**config.mk**
```make
export PLATFORM = sky130hd
export DESIGN_NAME = mw_pipe_reg
export DESIGN_NICKNAME = d
export VERILOG_FILES = /design/src/rtl/pipe_pkg.sv /design/src/rtl/wb_data_sel.sv /design/src/rtl/mw_pipe_reg.sv
export SDC_FILE = /design/constraint.sdc
export NUM_CORES = 1
export LEC_CHECK = 0
export CORE_ASPECT_RATIO = 1.2
export CORE_MARGIN = 5
export CORE_UTILIZATION = 39
export DETAILED_ROUTE_END_ITERATION = 10
export PLACE_DENSITY = 0.79
export SYNTH_ARGS = -nofsm -noshare
export SYNTH_HDL_FRONTEND = slang
export SYNTH_SLANG_ARGS = --single-unit
```
**constraint.sdc**
```tcl
create_clock -name clk -period 1.8 [get_ports clk]
set_input_delay 0.36 -clock clk [delete_from_list [all_inputs] [get_ports clk]]
set_output_delay 0.36 -clock clk [all_outputs]
set_load 0.03 [all_outputs]
```
**src/rtl/pipe_pkg.sv**
```systemverilog
// Shared definitions for the pipeline stage registers: default widths,
// result-source codes and the saturating Tnew decrement.
package pipe_pkg;

    localparam int PIPE_DW = 32;
    localparam int PIPE_RW = 5;
    localparam int PIPE_TW = 4;

    localparam logic [1:0] WSRC_AO  = 2'd0;
    localparam logic [1:0] WSRC_DR  = 2'd1;
    localparam logic [1:0] WSRC_PC8 = 2'd2;

    // Tnew counts down as the instruction ages but never wraps below zero.
    function automatic logic [31:0] tnew_dec(input logic [31:0] t);
        return (t == 32'd0) ? 32'd0 : t - 32'd1;
    endfunction

endpackage

```
**src/rtl/wb_data_sel.sv**
```systemverilog
// Write-back data select: picks ALU result, memory data or the link address.
module wb_data_sel
    import pipe_pkg::*;
#(
    parameter int DW      = PIPE_DW,
    parameter int PC8_OFF = 8
) (
    input  logic [1:0]    wsrc,
    input  logic [DW-1:0] ao,
    input  logic [DW-1:0] dr,
    input  logic [DW-1:0] pc,
    output logic [DW-1:0] wdata
);

    always_comb begin
        wdata = ao;
        case (wsrc)
            WSRC_DR:  wdata = dr;
            WSRC_PC8: wdata = pc + DW'(PC8_OFF);
            default:  wdata = ao;
        endcase
    end

endmodule

```
**src/rtl/mw_pipe_reg.sv**
```systemverilog
// MEM->WB stage register with stall/flush, valid tracking, retire counter
// and the forwarding view (we/wreg/wdata/tnew) of the held instruction.
module mw_pipe_reg
    import pipe_pkg::*;
#(
    parameter int DW      = PIPE_DW,
    parameter int RW      = PIPE_RW,
    parameter int TW      = PIPE_TW,
    parameter int CW      = 32,
    parameter int PC8_OFF = 8
) (
    input  logic          clk,
    input  logic          reset,
    input  logic          stall,
    input  logic          flush,
    input  logic          in_valid,
    input  logic [DW-1:0] in_ir,
    input  logic [DW-1:0] in_pc,
    input  logic [DW-1:0] in_ao,
    input  logic [DW-1:0] in_dr,
    input  logic [RW-1:0] in_wreg,
    input  logic [1:0]    in_wsrc,
    input  logic [TW-1:0] in_tnew,
    output logic          out_valid,
    output logic [DW-1:0] out_ir,
    output logic [DW-1:0] out_pc,
    output logic [DW-1:0] out_ao,
    output logic [DW-1:0] out_dr,
    output logic [RW-1:0] out_wreg,
    output logic          out_we,
    output logic [DW-1:0] out_wdata,
    output logic [TW-1:0] out_tnew,
    output logic [CW-1:0] retire_cnt
);

    logic          valid_q;
    logic [DW-1:0] ir_q;
    logic [DW-1:0] pc_q;
    logic [DW-1:0] ao_q;
    logic [DW-1:0] dr_q;
    logic [RW-1:0] wreg_q;
    logic [1:0]    wsrc_q;
    logic [TW-1:0] tnew_q;
    logic [CW-1:0] retire_q;

    always_ff @(posedge clk or negedge reset) begin
        if (!reset) begin
            valid_q  <= 1'b0;
            ir_q     <= '0;
            pc_q     <= '0;
            ao_q     <= '0;
            dr_q     <= '0;
            wreg_q   <= '0;
            wsrc_q   <= '0;
            tnew_q   <= '0;
            retire_q <= '0;
        end else if (flush) begin
            valid_q <= 1'b0;
            ir_q    <= '0;
            pc_q    <= '0;
            ao_q    <= '0;
            dr_q    <= '0;
            wreg_q  <= '0;
            wsrc_q  <= '0;
            tnew_q  <= '0;
        end else if (stall) begin
            // Contents hold, but the held result still ages by one cycle.
            tnew_q <= TW'(tnew_dec(32'(tnew_q)));
        end else begin
            valid_q  <= in_valid;
            ir_q     <= in_ir;
            pc_q     <= in_pc;
            ao_q     <= in_ao;
            dr_q     <= in_dr;
            wreg_q   <= in_valid ? in_wreg : '0;
            wsrc_q   <= in_wsrc;
            tnew_q   <= TW'(tnew_dec(32'(in_tnew)));
            retire_q <= retire_q + CW'(in_valid);
        end
    end

    wb_data_sel #(
        .DW      (DW),
        .PC8_OFF (PC8_OFF)
    ) u_wb_data_sel (
        .wsrc  (wsrc_q),
        .ao    (ao_q),
        .dr    (dr_q),
        .pc    (pc_q),
        .wdata (out_wdata)
    );

    assign out_valid  = valid_q;
    assign out_ir     = ir_q;
    assign out_pc     = pc_q;
    assign out_ao     = ao_q;
    assign out_dr     = dr_q;
    assign out_wreg   = wreg_q;
    assign out_we     = valid_q && (wreg_q != '0);
    assign out_tnew   = tnew_q;
    assign retire_cnt = retire_q;

endmodule

```
==> run metrics <==
vias in the first global route 8183; Avg WL per Cell 19.8 um; highest-count cells in the layout ignoring fill and taps dlygate4sd2_1, nor2_1, dfrtp_1, clkdlybuf4s50_1, mux2i_1; Num CTS Buffers 17; Area Growth Syn to Fin 72.8%; Die W between 100 and 150 um; Syn Nets 926; Pwr Total 11.0 mW; critical-path maximum fanout 4; HPWL after detailed placement just over 20000 um; Max VDD drop 0.614 mV; global-route wire length before repair 45600 um; WS Path Type flop to output pin; RSZ-0062 raised after global routing true; Worst-path clk slew around 0.080 ns; post-synth cell types 38; DR iter-0 viols 333; gpl congestion 0.848; setup ws final -0.762 ns; HP Class input port to flop; Leakage about 7 nW; min-delay src stall; Mapped Cells 773; row cnt 58; Seq cells post-synth 172; sequential element share of the synthesized area 52.5%; share of cells above drive strength 1 25.3%; CTS H-tree depth 4; vias after detailed routing 7595; DR vias/cell 5.12; Congestion Overflow GR 0; # Max-Cap Violations 0; initial antenna violation count 6; max_slew headroom 49.6%; crit path launch type flop; CP Data Required Time between 1 and 1.5 ns; most common cell after layout, fill and taps aside dlygate4sd2_1; largest net degree at the start of global routing 138; final-layout fill cell count between 1500 and 2000; violated checks setup timing; Starting Density 39.3%; Post-layout nets 1352; Final Non-Filler Cells about 1500; final hold viol count 0; Clock Tree Buf Depth 2; CP Data Arrival Time 2.20 ns; CTS tree built; WL final 29400 um; Final Skew about 0.012 ns; Fmax achieved roughly 0.4 GHz; Final ANT Viol Nets 0; port buffer count 346; Post-Syn Area 8190 um^2; outcome finished, violations left; Final setup viols 33; syn_area_per_cell 10.6 um^2; IO Pins ~350; Final period util 142%; launching point of the worst reg2reg path retire_cnt[14]$_DFFE_PN0P_; start point of the critical path out_pc[4]$_DFFE_PN0P_; clock sinks 172; Total Neg Setup Slack -18.06 ns; gr usage total 24.1%; total core area ~21000 um^2; power density cells slightly below 800 nW/um^2; clock period minus worst slack 2.56 ns; Worst-Skew Late Latency roughly 0.43 ns; Setup crit end kind output pin; die area 24000 um^2; # DRC 0; Synthesis Warnings 0; Inst Count DP between 1000 and 1500; DRT Pass-1 Iters 4; clk root buf clkbuf_16; die height ~170 um; Worst-Margin Slew 0.756 ns; max-slew violation count 0
==> kinds of logic after synthesis <==
group,after synthesis,synth area share [%]
AOI/OAI and AO/OA,74,5.73
buffers and inverters,55,2.64
adders and majority gates,9,1.37
and+or+nand+nor,270,15.0
xor gates and xnor gates,61,6.52
DFF,172,52.5
muxes,132,16.2
==> metal layers <==
metal  vias up  global-route usage, %  routed length, um
met3        75                   6.10               1950
met4         8                   9.38               1150
met1      3724                   28.9              11300
met2       282                   41.5              14900
met5         -                      0                 59
li1       3506                      -                  -
==> synthesized netlist by cell type <==
library cell	instances	share of area [%]
dfrtp_1	172	53
nor2_1	154	7.1
mux2i_1	130	16
nand2_1	47	2.2
xnor2_1	35	3.7
a22oi_1	29	2.7
clkbuf_1	28	1.3
o21ai_0	26	1.6
xor2_1	26	2.8
nand3_1	19	1.2
inv_1	13	0.60
and3_1	11	0.84
nor3_1	11	0.67
nand4_1	10	0.76
ha_1	9	1.4
a21oi_1	8	0.49
buf_2	8	0.49
buf_1	6	0.27
o22ai_1	4	0.31
a221oi_1	3	0.32
nor2b_1	3	0.23
nor4_4	3	0.78
and2_1	2	0.15
mux2_2	2	0.27
and4_1	1	0.11
nand2b_1	1	0.076
nand3b_1	1	0.092
nand4_2	1	0.15
nand4_4	1	0.26
nor4_1	1	0.076
nor4_2	1	0.15
o21a_1	1	0.092
o21ai_1	1	0.061
o21ai_2	1	0.11
o221ai_1	1	0.11
or3_1	1	0.076
or4_1	1	0.092
or4_4	1	0.14
==> worst max-delay path, cell delays in order, from the launching register on <==
cell	delay [ns]
dfrtp_2	0.42
ha_4	0.16
nand2_4	0.05
buf_6	0.12
nor4_4	0.14
buf_4	0.18
buf_4	0.12
nand3_4	0.08
xor2_4	0.20
o21ai_2	0.15
buf_6	0.15
==> metrics by stage <==
step	worst slack (ns)	hold slack, ns	utilization (%)	cell area [um^2]
detailed placement	-0.381	0.222	61.3	12800
finish	-0.762	0.307	68.0	14200
global route	-0.896	0.342	68.0	14200
global placement	-0.354	0.220	61.3	12800
floorplan	-0.418	0.0644	-	8470
CTS	-0.752	0.287	66.4	13800
==> layout make-up <==
| type | instances | area (um^2) | share of cell area (%) |
|---|---|---|---|
| Multi-Input combinational cell | 546 | 4400 | 31.1 |
| Timing Repair Buffer | 449 | 4400 | 31.1 |
| Sequential cell | 172 | 4330 | 30.6 |
| Clock buffer | 17 | 425 | 3.01 |
| Tap cell | 270 | 338 | 2.39 |
| Clock inverter | 15 | 199 | 1.41 |
| Inverter | 13 | 48.8 | 0.345 |
| Antenna cell | 2 | 5.00 | 0.0354 |
==> registers in the layout, summed over array words and instances (netlist names) <==
register / count
out_ao: 32
out_dr: 32
out_ir: 32
out_pc: 32
retire_cnt: 32
out_wreg: 5
out_tnew: 4
wsrc_q: 2
out_valid: 1
==> worst paths after layout <==
kind,endpoint,cells after the start,slack [ns]
worst max-delay path,out_wdata[29],10,-0.76
worst min-delay path,retire_cnt[3]$_DFFE_PN0P_,4,0.31
worst max register to register,retire_cnt[27]$_DFFE_PN0P_,5,0.14
worst min register to register,retire_cnt[31]$_DFFE_PN0P_,1,0.49
max in group asynchronous,out_pc[21]$_DFFE_PN0P_,3,0.65
min in group asynchronous,out_ao[25]$_DFFE_PN0P_,2,0.37
==> power breakdown <==
| part | total (mW) | switching [mW] | internal [mW] |
|---|---|---|---|
| registers | 4.32 | 0.216 | 4.10 |
| logic | 2.74 | 1.52 | 1.21 |
| clock network | 3.93 | 1.80 | 2.14 |
==> timing repair <==
item	in CTS	in global routing
gates resized for setup	269	51
cloned	4	0
endpoints found under the setup margin	202	47
hold buffers	1	0
setup buffers	14	11
hold endpoints to repair	18	0
pin swaps	30	35
(Power assumes the default switching activity.)
==> RTL edit, RTL diff (same settings) <==
Put one more register stage on the output `retire_cnt`, cleared by the reset. The value now appears one clock later. The other outputs are not delayed to match.
--- a/src/rtl/mw_pipe_reg.sv
+++ b/src/rtl/mw_pipe_reg.sv
@@ -98,7 +98,13 @@
     assign out_wreg   = wreg_q;
     assign out_we     = valid_q && (wreg_q != '0);
     assign out_tnew   = tnew_q;
-    assign retire_cnt = retire_q;
+    always_ff @(posedge clk or negedge reset) begin
+        if (!reset) begin
+            retire_cnt <= '0;
+        end else begin
+            retire_cnt <= retire_q;
+        end
+    end
 
 endmodule
 
Function: changed (a bounded check fails within 4 cycles, from zero or initial values and one cycle with reset low).
==> RTL edit against the unedited design <==
- critical path depth is 3 lower
- cell count increased by 8.1%
- sequential cell count is 32 higher
- total power grew 18%
- clock power grew 26%
- area after synthesis up 11%
- worst hold slack better by 0.013 ns
- sequential power rose by 18%
- largest power group unchanged
- the flow still finishes with violations (negative setup slack)
- design area up 8.2%
- setup slack worse by 0.11 ns
- utilization is 1.5 points lower
- clock skew rose by 0.00065 ns
- routed wire length up 6.6%
==> RTL edit: results (changes against the unedited design) <==
* Clock tree buffer depth at 3 (was 2)
* Violated checks: negative setup slack (unchanged)
* Library cells used by synthesis at 43 (was 38)
* FF-to-FF Start: retire_q[0] (was retire_cnt[14])
* Final setup violation count at 35 (was 33)
* Vias in the first global route at 8442 (was 8183)
* Reg2Reg Setup Slack at 0.10 ns (was 0.14 ns)
* Crit path DAT at 2.31 ns (was 2.20 ns)
* Sum Neg Setup Slack at -22.82 ns (was -18.06 ns)
* Crit-path slowest cell: or3_4 (was dfrtp_2)
* Status: finished with violations (unchanged)
* VDD IR-drop max at 0.9278 mV (was 0.6143 mV)
* Pre-CTS setup slack at -0.4352 ns (was -0.3809 ns)
* Final-stage net count at 1425 (was 1352)
* Antenna violations before repair at 3 (was 6)
* Layout cell share with drive strength beyond 1 at 0.2720 (was 0.2533)
* CP delay by family, top: simple AND/OR/NAND/NOR gates (was buffers and inverters)
* Non-filler cells, final at 1604 (was 1484)
* GRT Total Usage at 0.2289 (was 0.2412)
* Initial drt markers at 417 (was 333)
* Setup WS post-layout at -0.8719 ns (was -0.7618 ns)
* Worst Reg-to-Reg Cells at 6 (was 5)
* Worst hold path stage count at 3 (was 4)
* Post-CTS Setup Bufs at 7 (was 14)
* Peak fanout along the critical path at 8 (was 4)
* Cells resized by post-CTS repair at 316 (was 269)
* Clock Skews at 0.01259 ns (was 0.01194 ns)
* H-Tree Level Count at 1 (was 4)
* Area contributors post-synth: dfrtp_1 56%, mux2i_1 14%, nor2_1 6.4%, xnor2_1 4.5%, a22oi_1 2.1% (was dfrtp_1 53%, mux2i_1 16%, nor2_1 7.1%, xnor2_1 3.7%, xor2_1 2.8%)
==> RTL edit: changes by cell type after synthesis, moves of 4 or more <==
cell	before	now
nand2_1	47	40
xnor2_1	35	47
xor2_1	26	13
inv_1	13	17
and4_1	1	8
a21oi_1	8	12
buf_1	6	10
dfrtp_1	172	204
buf_6	0	4
==> RTL edit: power breakdown <==
part	switching, mW	internal (mW)	leakage [nW]
sequential	0.210	4.87	2.72
clock	1.85	3.10	0.391
combinational	1.58	1.33	4.63
==> RTL edit: worst min-delay path by stage <==
stage / start / end / slack (ns)
4_1_cts: flush / out_wreg[0] / 0.30
5_1_grt: flush / out_wreg[2] / 0.33
2_1_floorplan: reset / out_ao[0] / 0.06
3_3_place_gp: retire_q[0] / retire_cnt[0] / 0.40
6_report: flush / out_ir[15] / 0.32
3_5_place_dp: retire_q[31] / retire_cnt[31] / 0.38
==> RTL edit: layout make-up <==
type	instances	area, um2	area share
flip-flops and latches	204	5125	0.3346
repair buffers	477	4567	0.2982
well taps	315	394.1	0.02573
clock inverters	8	142.6	0.009312
diodes	2	5.005	0.0003267
multi-input cells	550	4364	0.2849
clock buffers	31	655.6	0.04280
inverters	17	63.81	0.004166
==> RTL edit: cell families (layout without fill, tap and decap cells) <==
family          count (synthesis)  after routing  share of synthesized area
mux                           132            132                     0.1458
xor+xnor                       60             60                    0.05787
simple gates                  272            273                     0.1364
compound gates                 76             76                    0.05360
flops                         204            204                     0.5622
buf+inv                        66            533                    0.03169
other cells                     0              2                          0
fa+ha+maj                       9              9                    0.01240
==> RTL edit: routing by layer <==
metal | share of wire | up-vias | track usage
met5 | 0.00054 | - | 0
met1 | 0.36 | 3942 | 0.2667
met4 | 0.037 | 2 | 0.08661
met3 | 0.072 | 69 | 0.05482
li1 | - | 3718 | -
met2 | 0.53 | 299 | 0.4072
